==> src/rtl/cva6_hpdcache_refill_upsizer.sv <==
// Refill upsizer: packs memory refill beats into data-RAM chunks tagged with offset/first/last/id/error.
// Optional macro HPDCACHE_REFILL_FEEDTHROUGH_EN lets a completing beat bypass an empty chunk FIFO.
module cva6_hpdcache_refill_upsizer #(
    parameter int unsigned WORD_WIDTH     = 64,
    parameter int unsigned CL_WORDS       = 8,
    parameter int unsigned ACCESS_WORDS   = 4,
    parameter int unsigned MEM_DATA_WIDTH = 64,
    parameter int unsigned FIFO_DEPTH     = 2,
    parameter int unsigned ID_WIDTH       = 4
) (
    input  logic                               clk_i,
    input  logic                               rst_ni,
    input  logic                               mem_valid_i,
    output logic                               mem_ready_o,
    input  logic [MEM_DATA_WIDTH-1:0]          mem_data_i,
    input  logic [ID_WIDTH-1:0]                mem_id_i,
    input  logic                               mem_error_i,
    input  logic                               mem_last_i,
    output logic                               chunk_valid_o,
    input  logic                               chunk_ready_i,
    output logic [ACCESS_WORDS*WORD_WIDTH-1:0] chunk_data_o,
    output logic [$clog2(CL_WORDS)-1:0]        chunk_word_o,
    output logic                               chunk_first_o,
    output logic                               chunk_last_o,
    output logic [ID_WIDTH-1:0]                chunk_id_o,
    output logic                               chunk_error_o,
    output logic                               proto_err_o
);

    localparam int unsigned CHUNK_W = ACCESS_WORDS * WORD_WIDTH;
    localparam int unsigned BPC     = CHUNK_W / MEM_DATA_WIDTH;
    localparam int unsigned CPL     = CL_WORDS / ACCESS_WORDS;
    localparam int unsigned BC_W    = (BPC > 1) ? $clog2(BPC) : 1;
    localparam int unsigned CC_W    = (CPL > 1) ? $clog2(CPL) : 1;
    localparam int unsigned WOFF_W  = $clog2(CL_WORDS);
    localparam int unsigned PTR_W   = (FIFO_DEPTH > 1) ? $clog2(FIFO_DEPTH) : 1;
    localparam int unsigned CNT_W   = $clog2(FIFO_DEPTH + 1);

    typedef struct packed {
        logic [CHUNK_W-1:0]  data;
        logic [WOFF_W-1:0]   word;
        logic                first;
        logic                last;
        logic [ID_WIDTH-1:0] id;
        logic                error;
    } chunk_t;

    logic [MEM_DATA_WIDTH-1:0] acc_q [BPC];
    logic [BC_W-1:0]           beat_cnt_q, beat_cnt_d;
    logic [CC_W-1:0]           chunk_cnt_q, chunk_cnt_d;
    logic                      err_sticky_q, err_sticky_d;
    logic [ID_WIDTH-1:0]       id_q, id_d;
    logic                      proto_err_q, proto_err_d;
    chunk_t                    fifo_q [FIFO_DEPTH];
    logic [PTR_W-1:0]          rd_ptr_q, wr_ptr_q;
    logic [CNT_W-1:0]          cnt_q;

    logic   beat_end_s, chunk_end_s, line_final_s, early_last_s, missing_last_s;
    logic   complete_s, full_s, empty_s, accept_s, push_s, fifo_pop_s, bypass_s, out_valid_s;
    chunk_t push_ent_s, out_ent_s;

    // Beat classification, flow control and construction of the chunk to push.
    always_comb begin
        beat_end_s     = (beat_cnt_q == BC_W'(BPC - 1));
        chunk_end_s    = (chunk_cnt_q == CC_W'(CPL - 1));
        line_final_s   = beat_end_s && chunk_end_s;
        early_last_s   = mem_last_i && !line_final_s;
        missing_last_s = !mem_last_i && line_final_s;
        complete_s     = beat_end_s || mem_last_i;
        full_s         = (cnt_q == CNT_W'(FIFO_DEPTH));
        empty_s        = (cnt_q == '0);
        fifo_pop_s     = !empty_s && chunk_ready_i;
        mem_ready_o    = !complete_s || !full_s || fifo_pop_s;
        accept_s       = mem_valid_i && mem_ready_o;

        push_ent_s = '0;
        // Slots beyond the current beat are zero so an early-terminated chunk is padded.
        for (int i = 0; i < BPC; i++) begin
            if (BC_W'(i) < beat_cnt_q) begin
                push_ent_s.data[i*MEM_DATA_WIDTH +: MEM_DATA_WIDTH] = acc_q[i];
            end else if (BC_W'(i) == beat_cnt_q) begin
                push_ent_s.data[i*MEM_DATA_WIDTH +: MEM_DATA_WIDTH] = mem_data_i;
            end else begin
                push_ent_s.data[i*MEM_DATA_WIDTH +: MEM_DATA_WIDTH] = '0;
            end
        end
        push_ent_s.word  = WOFF_W'(chunk_cnt_q) * WOFF_W'(ACCESS_WORDS);
        push_ent_s.first = (chunk_cnt_q == '0);
        push_ent_s.last  = chunk_end_s || mem_last_i;
        push_ent_s.id    = (beat_cnt_q == '0) ? mem_id_i : id_q;
        push_ent_s.error = err_sticky_q || mem_error_i || early_last_s || missing_last_s;

`ifdef HPDCACHE_REFILL_FEEDTHROUGH_EN
        out_valid_s = !empty_s || (mem_valid_i && complete_s);
        out_ent_s   = empty_s ? push_ent_s : fifo_q[rd_ptr_q];
        bypass_s    = empty_s && mem_valid_i && complete_s && chunk_ready_i;
`else
        out_valid_s = !empty_s;
        out_ent_s   = fifo_q[rd_ptr_q];
        bypass_s    = 1'b0;
`endif
        push_s = accept_s && complete_s && !bypass_s;
    end

    // Next-state of the beat/chunk counters, sticky error, latched ID and protocol pulse.
    always_comb begin
        beat_cnt_d   = beat_cnt_q;
        chunk_cnt_d  = chunk_cnt_q;
        err_sticky_d = err_sticky_q;
        id_d         = id_q;
        proto_err_d  = 1'b0;
        if (accept_s) begin
            proto_err_d = early_last_s || missing_last_s;
            if (beat_cnt_q == '0) begin
                id_d = mem_id_i;
            end else begin
                id_d = id_q;
            end
            if (!complete_s) begin
                beat_cnt_d   = beat_cnt_q + BC_W'(1);
                err_sticky_d = err_sticky_q || mem_error_i;
            end else if (push_ent_s.last) begin
                beat_cnt_d   = '0;
                chunk_cnt_d  = '0;
                err_sticky_d = 1'b0;
            end else begin
                beat_cnt_d   = '0;
                chunk_cnt_d  = chunk_cnt_q + CC_W'(1);
                err_sticky_d = err_sticky_q || mem_error_i;
            end
        end else begin
            proto_err_d = 1'b0;
        end
    end

    // Accumulator, counters and protocol pulse registers.
    always_ff @(posedge clk_i or negedge rst_ni) begin
        if (!rst_ni) begin
            for (int i = 0; i < BPC; i++) acc_q[i] <= '0;
            beat_cnt_q   <= '0;
            chunk_cnt_q  <= '0;
            err_sticky_q <= 1'b0;
            id_q         <= '0;
            proto_err_q  <= 1'b0;
        end else begin
            if (accept_s) acc_q[beat_cnt_q] <= mem_data_i;
            beat_cnt_q   <= beat_cnt_d;
            chunk_cnt_q  <= chunk_cnt_d;
            err_sticky_q <= err_sticky_d;
            id_q         <= id_d;
            proto_err_q  <= proto_err_d;
        end
    end

    // Chunk FIFO: circular buffer; simultaneous push and pop leaves occupancy unchanged.
    always_ff @(posedge clk_i or negedge rst_ni) begin
        if (!rst_ni) begin
            for (int i = 0; i < FIFO_DEPTH; i++) fifo_q[i] <= '0;
            rd_ptr_q <= '0;
            wr_ptr_q <= '0;
            cnt_q    <= '0;
        end else begin
            if (push_s) begin
                fifo_q[wr_ptr_q] <= push_ent_s;
                wr_ptr_q <= (wr_ptr_q == PTR_W'(FIFO_DEPTH - 1)) ? '0 : wr_ptr_q + PTR_W'(1);
            end
            if (fifo_pop_s) begin
                rd_ptr_q <= (rd_ptr_q == PTR_W'(FIFO_DEPTH - 1)) ? '0 : rd_ptr_q + PTR_W'(1);
            end
            case ({push_s, fifo_pop_s})
                2'b10:   cnt_q <= cnt_q + CNT_W'(1);
                2'b01:   cnt_q <= cnt_q - CNT_W'(1);
                default: cnt_q <= cnt_q;
            endcase
        end
    end

    assign chunk_valid_o = out_valid_s;
    assign chunk_data_o  = out_ent_s.data;
    assign chunk_word_o  = out_ent_s.word;
    assign chunk_first_o = out_ent_s.first;
    assign chunk_last_o  = out_ent_s.last;
    assign chunk_id_o    = out_ent_s.id;
    assign chunk_error_o = out_ent_s.error;
    assign proto_err_o   = proto_err_q;

endmodule

==> config.mk <==
export PLATFORM = sky130hd
export DESIGN_NAME = cva6_hpdcache_refill_upsizer
export DESIGN_NICKNAME = d
export VERILOG_FILES = /design/src/rtl/cva6_hpdcache_refill_upsizer.sv
export SDC_FILE = /design/constraint.sdc
export NUM_CORES = 1
export LEC_CHECK = 0
export BUFFER_PORTS_ARGS = -buffer_cell sky130_fd_sc_hd__buf_4
export CORE_UTILIZATION = 30
export CTS_CLUSTER_DIAMETER = 50
export CTS_CLUSTER_SIZE = 20
export DETAILED_ROUTE_END_ITERATION = 10
export HOLD_SLACK_MARGIN = 0.08
export PLACE_DENSITY = 0.45
export RECOVER_POWER = 100
export SYNTH_ARGS = -nofsm -noshare
export SYNTH_HDL_FRONTEND = slang
export SYNTH_SLANG_ARGS = --single-unit
==> constraint.sdc <==
create_clock -name clk_i -period 2.85 [get_ports clk_i]
set_input_delay 0.1425 -clock clk_i [delete_from_list [all_inputs] [get_ports clk_i]]
set_output_delay 0.1425 -clock clk_i [all_outputs]
set_load 0.005 [all_outputs]
==> impl_metrics.csv, run 1 <==
group,metric,value,unit
cells_and_area,fillCellCount,10500,
status,status,"finished, violations left",
setup_path,crit_type,"reg2out",
routing,wirelength,92.9,mm
clocking,clk_latency,0.67,ns
setup_path,endpoint_kind,"output pin",
floorplanning,die_w,336,µm
routing,wl_per_cell,20.7,µm
timing,fmax,0.376,GHz
power,combPwrFrac,37.1,%
clocking,clk_pin_slew,0.06,ns
power,power.switching,16.3,mW
logic_synthesis,synth_async_sr_flop_share,100,%
power,peakVddDrop,0.000527,V
setup_path,slowest_delay,0.65,ns
cells_and_area,area_delta_synth_final,26.7,%
timing,whs,0.268,ns
logic_synthesis,synth_edf_count,0,
floorplanning,coreArea,0.111,mm²
placed_design,portBuffers,340,
logic_synthesis,synthFlopType,"dfrtp_1",
logic_synthesis,avgSynthCellArea,13.6,µm²
setup_path,cp_slowest_cell,"dfrtp_4",
logic_synthesis,yosysWarnings,0,
cells_and_area,multi_input_area,0.0143,mm²
logic_synthesis,synthCells,2460,
setup_path,timing.rr.end,"acc_q[198]",
floorplanning,die-height,336,µm
setup_path,start_kind,"register",
setup_path,crit_fanout,56,
setup_path,path_cells,"buf_6, mux2_2, buf_4",
logic_synthesis,ys_seq_area_share,54.7,%
grt,antenna_found_initial,2,
cells_and_area,post-route-util,38.4,%
clocking,tritoncts,"done",
power,finalPower,49.8,mW
cells_and_area,drive_gt1_share,41.3,%
timing,skew,0.0278,ns
worst_hold_path,holdPathStages,3,
timing,period_minus_slack,2.66,ns
logic_synthesis,yosysUniqueCellTypes,33,
grt,grt_max_degree,79,
status,violations,"capacitance limit, slew limit",
timing,finalSetupTns,0,ns
setup_path,rr_worst_depth,6,
cells_and_area,final_cell_mix,"731 x dfrtp_1, 629 x mux2_2, 423 x mux2_1",
floorplanning,row_count,122,
clocking,numCtsBuffers,109,
timing,worst_pin_slew,2.51,ns
timing,setup_viol,0,
floorplanning,die_area,0.113,mm²
setup_path,cp.required,2.71,ns
grt,grt_pass1_wl,143,mm
floorplanning,num_io_pins,343,
cells_and_area,antenna_cells,0,
job,cap_violations,1,
setup_path,cp_num_buf_inv,2,
grt,grtUsageTotal,16.5,%
clocking,cts-htree-levels,3,
grt,first_global_vias,22900,
setup_path,critPathTopFamily,"buffers and inverters",
power,swShare,32.7,%
setup_path,crit_arrival,2.52,ns
placed_design,gp_congestion,0.723,
routing,viasPerCell,4.68,
timing,slew_headroom,-67.3,%
routing,drtIter0Drc,676,
routing,ant_nets,0,
clocking,root_buffer,"clkbuf_16",
worst_hold_path,hp-start,"mem_id_i[1]",
timing,finalHoldViolations,0,
setup_path,rrSetupSlack,0.19,ns
clocking,clock_path_buffers,3,
power,p_int,33.5,mW
logic_synthesis,syn_area,0.0335,mm²
floorplanning,start_util,30.3,%
cells_and_area,seqCellArea,0.0184,mm²
setup_path,r2r-start,"beat_cnt_q[1]",
power,p_per_area,1170,mW/mm²
worst_hold_path,hold_path_class,"in2reg",
clocking,clock_sinks,733,
power,seqPwrFrac,34.4,%
grt,globalRoute.totalOverflow,0,
power,clkPwrFrac,28.5,%
placed_design,dp_hpwl,59.3,mm
timing,maxSlewViolCount,69,
logic_synthesis,ys_ff_latch,733,
power,leakagePower,19.5,nW
cells_and_area,final_common_cell,"dfrtp_1",
routing,dr.pass1.iters,5,
cells_and_area,layout.nets,2992,
routing,vias,21000,
timing,min_period_over_period,93.4,%
worst_hold_path,worstHoldEndpoint,"id_q[1]",
routing,drc,0,
timing,rsz0062_at_grt,"false",
flip-flops by register name (all words and copies together), names as in the netlist:
register      cells
chunk_cnt_q       1
acc_q           192
proto_err_o       1
rd_ptr_q          1
beat_cnt_q        2
fifo_q          528
err_sticky_q      1
cnt_q             2
wr_ptr_q          1
id_q              4
how the worst max path moves through the flow:
stage	from	endpoint	slack [ns]	cells after the start
final	rd_ptr_q	chunk_data_o[100]	0.19	3
after global routing	rst_ni	fifo_q[267]	0.03	4
after CTS	rd_ptr_q	chunk_data_o[59]	0.08	3
after detailed placement	beat_cnt_q[1]	fifo_q[459]	0.34	6
after global placement	beat_cnt_q[1]	fifo_q[459]	0.38	6
after floorplan	beat_cnt_q[1]	fifo_q[54]	0.31	9
through the flow:
step | area, µm² | std cells | worst slack [ns]
4_1_cts | 42900 | 4493 | 0.0770
3_5_place_dp | 38200 | 4212 | 0.336
5_1_grt | 42500 | 4493 | 0.0317
6_report | 42500 | 4493 | 0.187
3_3_place_gp | 38200 | 4212 | 0.376
2_1_floorplan | 33500 | 2461 | 0.306
logic make-up (layout without fill, tap and decap cells):
family / Yosys count / count (layout) / synth area share [%]
multiplexers: 1053 / 1053 / 35.4
buffers and inverters: 175 / 719 / 2.83
XOR/XNOR: 5 / 5 / 0.131
flip-flops: 733 / 733 / 54.7
AND/OR/NAND/NOR: 344 / 344 / 4.46
AO/OA/AOI/OAI: 142 / 142 / 2.21
adder cells (fa/ha/maj): 7 / 7 / 0.261
other: 1 / 2 / 0.0112
cells in the mapped netlist, types with 3 or more instances:
master,number,area [µm²]
inv_1,7,26.3
xnor2_1,3,26.3
buf_4,7,52.6
buf_2,45,225
nor2_1,4,15.0
ha_1,7,87.6
buf_1,5,18.8
dfrtp_1,733,18300
o21ai_0,131,656
clkbuf_1,83,312
a21oi_1,3,15.0
mux2_2,762,8580
buf_6,28,315
and2_1,65,407
mux2_1,290,3270
nand3_1,3,15.0
nand2_1,265,995
layout make-up:
class	instances	area share [%]
sequential	733	43.2
multi-input combinational	1553	33.6
timing repair buffer	507	9.58
clock buffer	131	6.95
tap	1488	4.38
clock inverter	74	2.21
inverter	7	0.0619
power groups by stage:
stage	Clock, mW	Combinational, mW	Sequential (mW)
after global routing	15.0	20.2	17.8
after global placement	0	19.1	17.1
after floorplan	0	11.8	16.5
after detailed placement	0	19.5	17.4
final	14.2	18.5	17.1
after CTS	14.6	19.8	17.2
timing repair:
item                       in CTS  in global routing
buffers inserted                1                  0
hold endpoints to repair     1048                  0
setup endpoints to repair      29                  0
hold buffers                   75                  0
resized for setup               0                  0
worst register-to-register path: stages (launching register included):
cell      delay (ns)
dfrtp_4         0.50
ha_1            0.24
or2_0           0.26
clkbuf_1        0.23
a21oi_2         0.39
buf_6           0.43
mux2_2          0.48
layer usage:
layer / global-route usage (%) / wire length, µm / vias up
met3: 3.75 / 4280 / 144
li1: - / - / 9563
met2: 27.5 / 45100 / 354
met4: 4.74 / 2290 / 0
met1: 21.4 / 41200 / 11000
met5: 0 / 0 / -
(Power assumes the default switching activity.)
==> inputs of run 2 (changes only) <==
--- a/config.mk
+++ b/config.mk
@@ -6,13 +6,14 @@
 export NUM_CORES = 1
 export LEC_CHECK = 0
 export BUFFER_PORTS_ARGS = -buffer_cell sky130_fd_sc_hd__buf_4
+export CORE_MARGIN = 2
 export CORE_UTILIZATION = 30
 export CTS_CLUSTER_DIAMETER = 50
 export CTS_CLUSTER_SIZE = 20
 export DETAILED_ROUTE_END_ITERATION = 10
 export HOLD_SLACK_MARGIN = 0.08
 export PLACE_DENSITY = 0.45
-export RECOVER_POWER = 100
+export RECOVER_POWER = 50
 export SYNTH_ARGS = -nofsm -noshare
 export SYNTH_HDL_FRONTEND = slang
 export SYNTH_SLANG_ARGS = --single-unit
==> run 2 against run 1 <==
Against the previous run:
- the flow now finishes without violations
- fmax barely moved
- critical endpoint is now chunk_data_o[251]
- combinational power rose by 3%
- largest cell class unchanged
- worst hold slack improved by 0.0053 ns
- sequential share of layout area rose by 0.10 points
- core utilization fell by 0.14 points
==> impl_metrics.csv, run 2 (synthesized netlist as in run 1, its figures left out) <==
group,metric,value,unit
status,status,"finished, final reports clean",
cells_and_area,area_delta_synth_final,26.4,%
timing,finalSetupTns,0,ns
worst_hold_path,hold_path_class,"in2reg",
timing,worst_pin_slew,1.36,ns
floorplanning,start_util,30.2,%
cells_and_area,top_register,"fifo_q",
setup_path,endpoint_kind,"output pin",
clocking,clk_pin_slew,0.06,ns
timing,setup_viol,0,
power,p_per_area,1190,mW/mm²
timing,finalHoldViolations,0,
timing,rsz0062_at_grt,"false",
routing,vias,20900,
setup_path,crit_fanout,29,
setup_path,start_kind,"register",
setup_path,rr_worst_depth,6,
routing,dr.pass1.iters,4,
routing,viasPerCell,4.68,
clocking,cts-htree-levels,3,
placed_design,portBuffers,340,
routing,wirelength,94.2,mm
clocking,numCtsBuffers,105,
clocking,root_buffer,"clkbuf_16",
floorplanning,coreArea,0.111,mm²
clocking,cts_resized,0,
floorplanning,row_count,122,
floorplanning,die-height,338,µm
timing,maxSlewViolCount,0,
grt,grtUsageTotal,16.4,%
cells_and_area,final_cell_mix,"758 x mux2_2, 731 x dfrtp_1, 348 x buf_4",
routing,drc,0,
placed_design,dp_hpwl,58.4,mm
grt,globalRoute.totalOverflow,0,
cells_and_area,drive_gt1_share,45.6,%
routing,wl_per_cell,21.1,µm
clocking,tritoncts,"done",
routing,drtIter0Drc,734,
timing,slew_headroom,9.21,%
setup_path,crit_arrival,2.52,ns
grt,antenna_found_initial,3,
timing,whs,0.273,ns
timing,period_minus_slack,2.66,ns
setup_path,cp.required,2.71,ns
grt,grt_pass1_wl,146,mm
worst_hold_path,holdPathStages,3,
timing,fmax,0.375,GHz
cells_and_area,final_common_cell,"mux2_2",
cells_and_area,multi_input_area,0.0143,mm²
power,leakagePower,19.4,nW
setup_path,crit_type,"reg2out",
cells_and_area,reg.largest.list,"fifo_q: 528 flops, acc_q: 192 flops, id_q: 4 flops",
timing,skew,0.0179,ns
cells_and_area,fillCellCount,10600,
clocking,clock_sinks,733,
clocking,clock_path_buffers,3,
cells_and_area,seqCellArea,0.0184,mm²
cells_and_area,layout.nets,2968,
floorplanning,die_w,338,µm
grt,first_global_vias,23000,
power,peakVddDrop,0.000655,V
cells_and_area,antenna_cells,0,
cells_and_area,largest_reg_flops,528,
job,cap_violations,0,
grt,grt_max_degree,138,
timing,min_period_over_period,93.5,%
floorplanning,num_io_pins,343,
placed_design,gp_congestion,0.723,
floorplanning,die_area,0.114,mm²
routing,ant_nets,0,
clocking,clk_latency,0.67,ns
-- run 2: changes by cell type in the layout (fill, tap and decap cells not counted), sizes merged --
cell and delta:
clkinv -6, inv -1, buf +102, clkbuf -126, dlygate4sd3 -1, clkinvlp +5
-- run 2: timing repair --
item	4_1_cts	5_1_grt
hold buffers	75	0
endpoints found under the hold margin	1132	0
buffers inserted	0	0
-- run 2: where the power goes --
group	switching [mW]	total (mW)	internal [mW]
sequential	2.19	17.2	15.0
combinational	8.91	19.0	10.1
clock	5.23	14.0	8.82
-- run 2: metrics by stage --
stage                     cell area (µm²)  cells  utilization, %  total power, mW  setup WS [ns]
after detailed placement            38100   4193            34.3             37.0          0.440
final                               42400   4466            38.2             50.2          0.185
after global placement              38100   4193            34.3             36.3          0.475
after floorplan                     33500   2461               -             28.3          0.306
after global routing                42400   4466            38.2             53.5         0.0258
after CTS                           42600   4466            38.5             51.5         0.0487
-- run 2: path summary, 6_finish.rpt --
| check | startpoint | end | slack, ns |
|---|---|---|---|
| max | rd_ptr_q | chunk_data_o[251] | 0.19 |
| min | mem_id_i[2] | id_q[2] | 0.27 |
| max reg2reg | beat_cnt_q[0] | fifo_q[30] | 0.22 |
| min reg2reg | fifo_q[184] | fifo_q[184] | 0.48 |
| max in group asynchronous | rst_ni | fifo_q[23] | 0.47 |
| min in group asynchronous | rst_ni | acc_q[248] | 0.72 |
-- run 2: cell type report --
cell class	count	share of cell area [%]
sequential	733	43.3
tap	1488	4.39
clock inverter	72	2.18
inverter	7	0.0620
multi-input combinational	1553	33.8
timing repair buffer	487	9.46
clock buffer	126	6.85
-- run 2: critical path, stage by stage (launching register included) --
cell,delay [ns]
dfrtp_4,0.72
buf_4,0.50
mux2_2,0.46
buf_4,0.16
-- run 2: metal layers --
metal	track usage [%]	share of wire (%)	routed length (µm)
met1	21.7	46	43000
met2	27.3	48	45000
met3	3.60	4.4	4190
met4	4.21	2.1	2020
met5	0	0	0
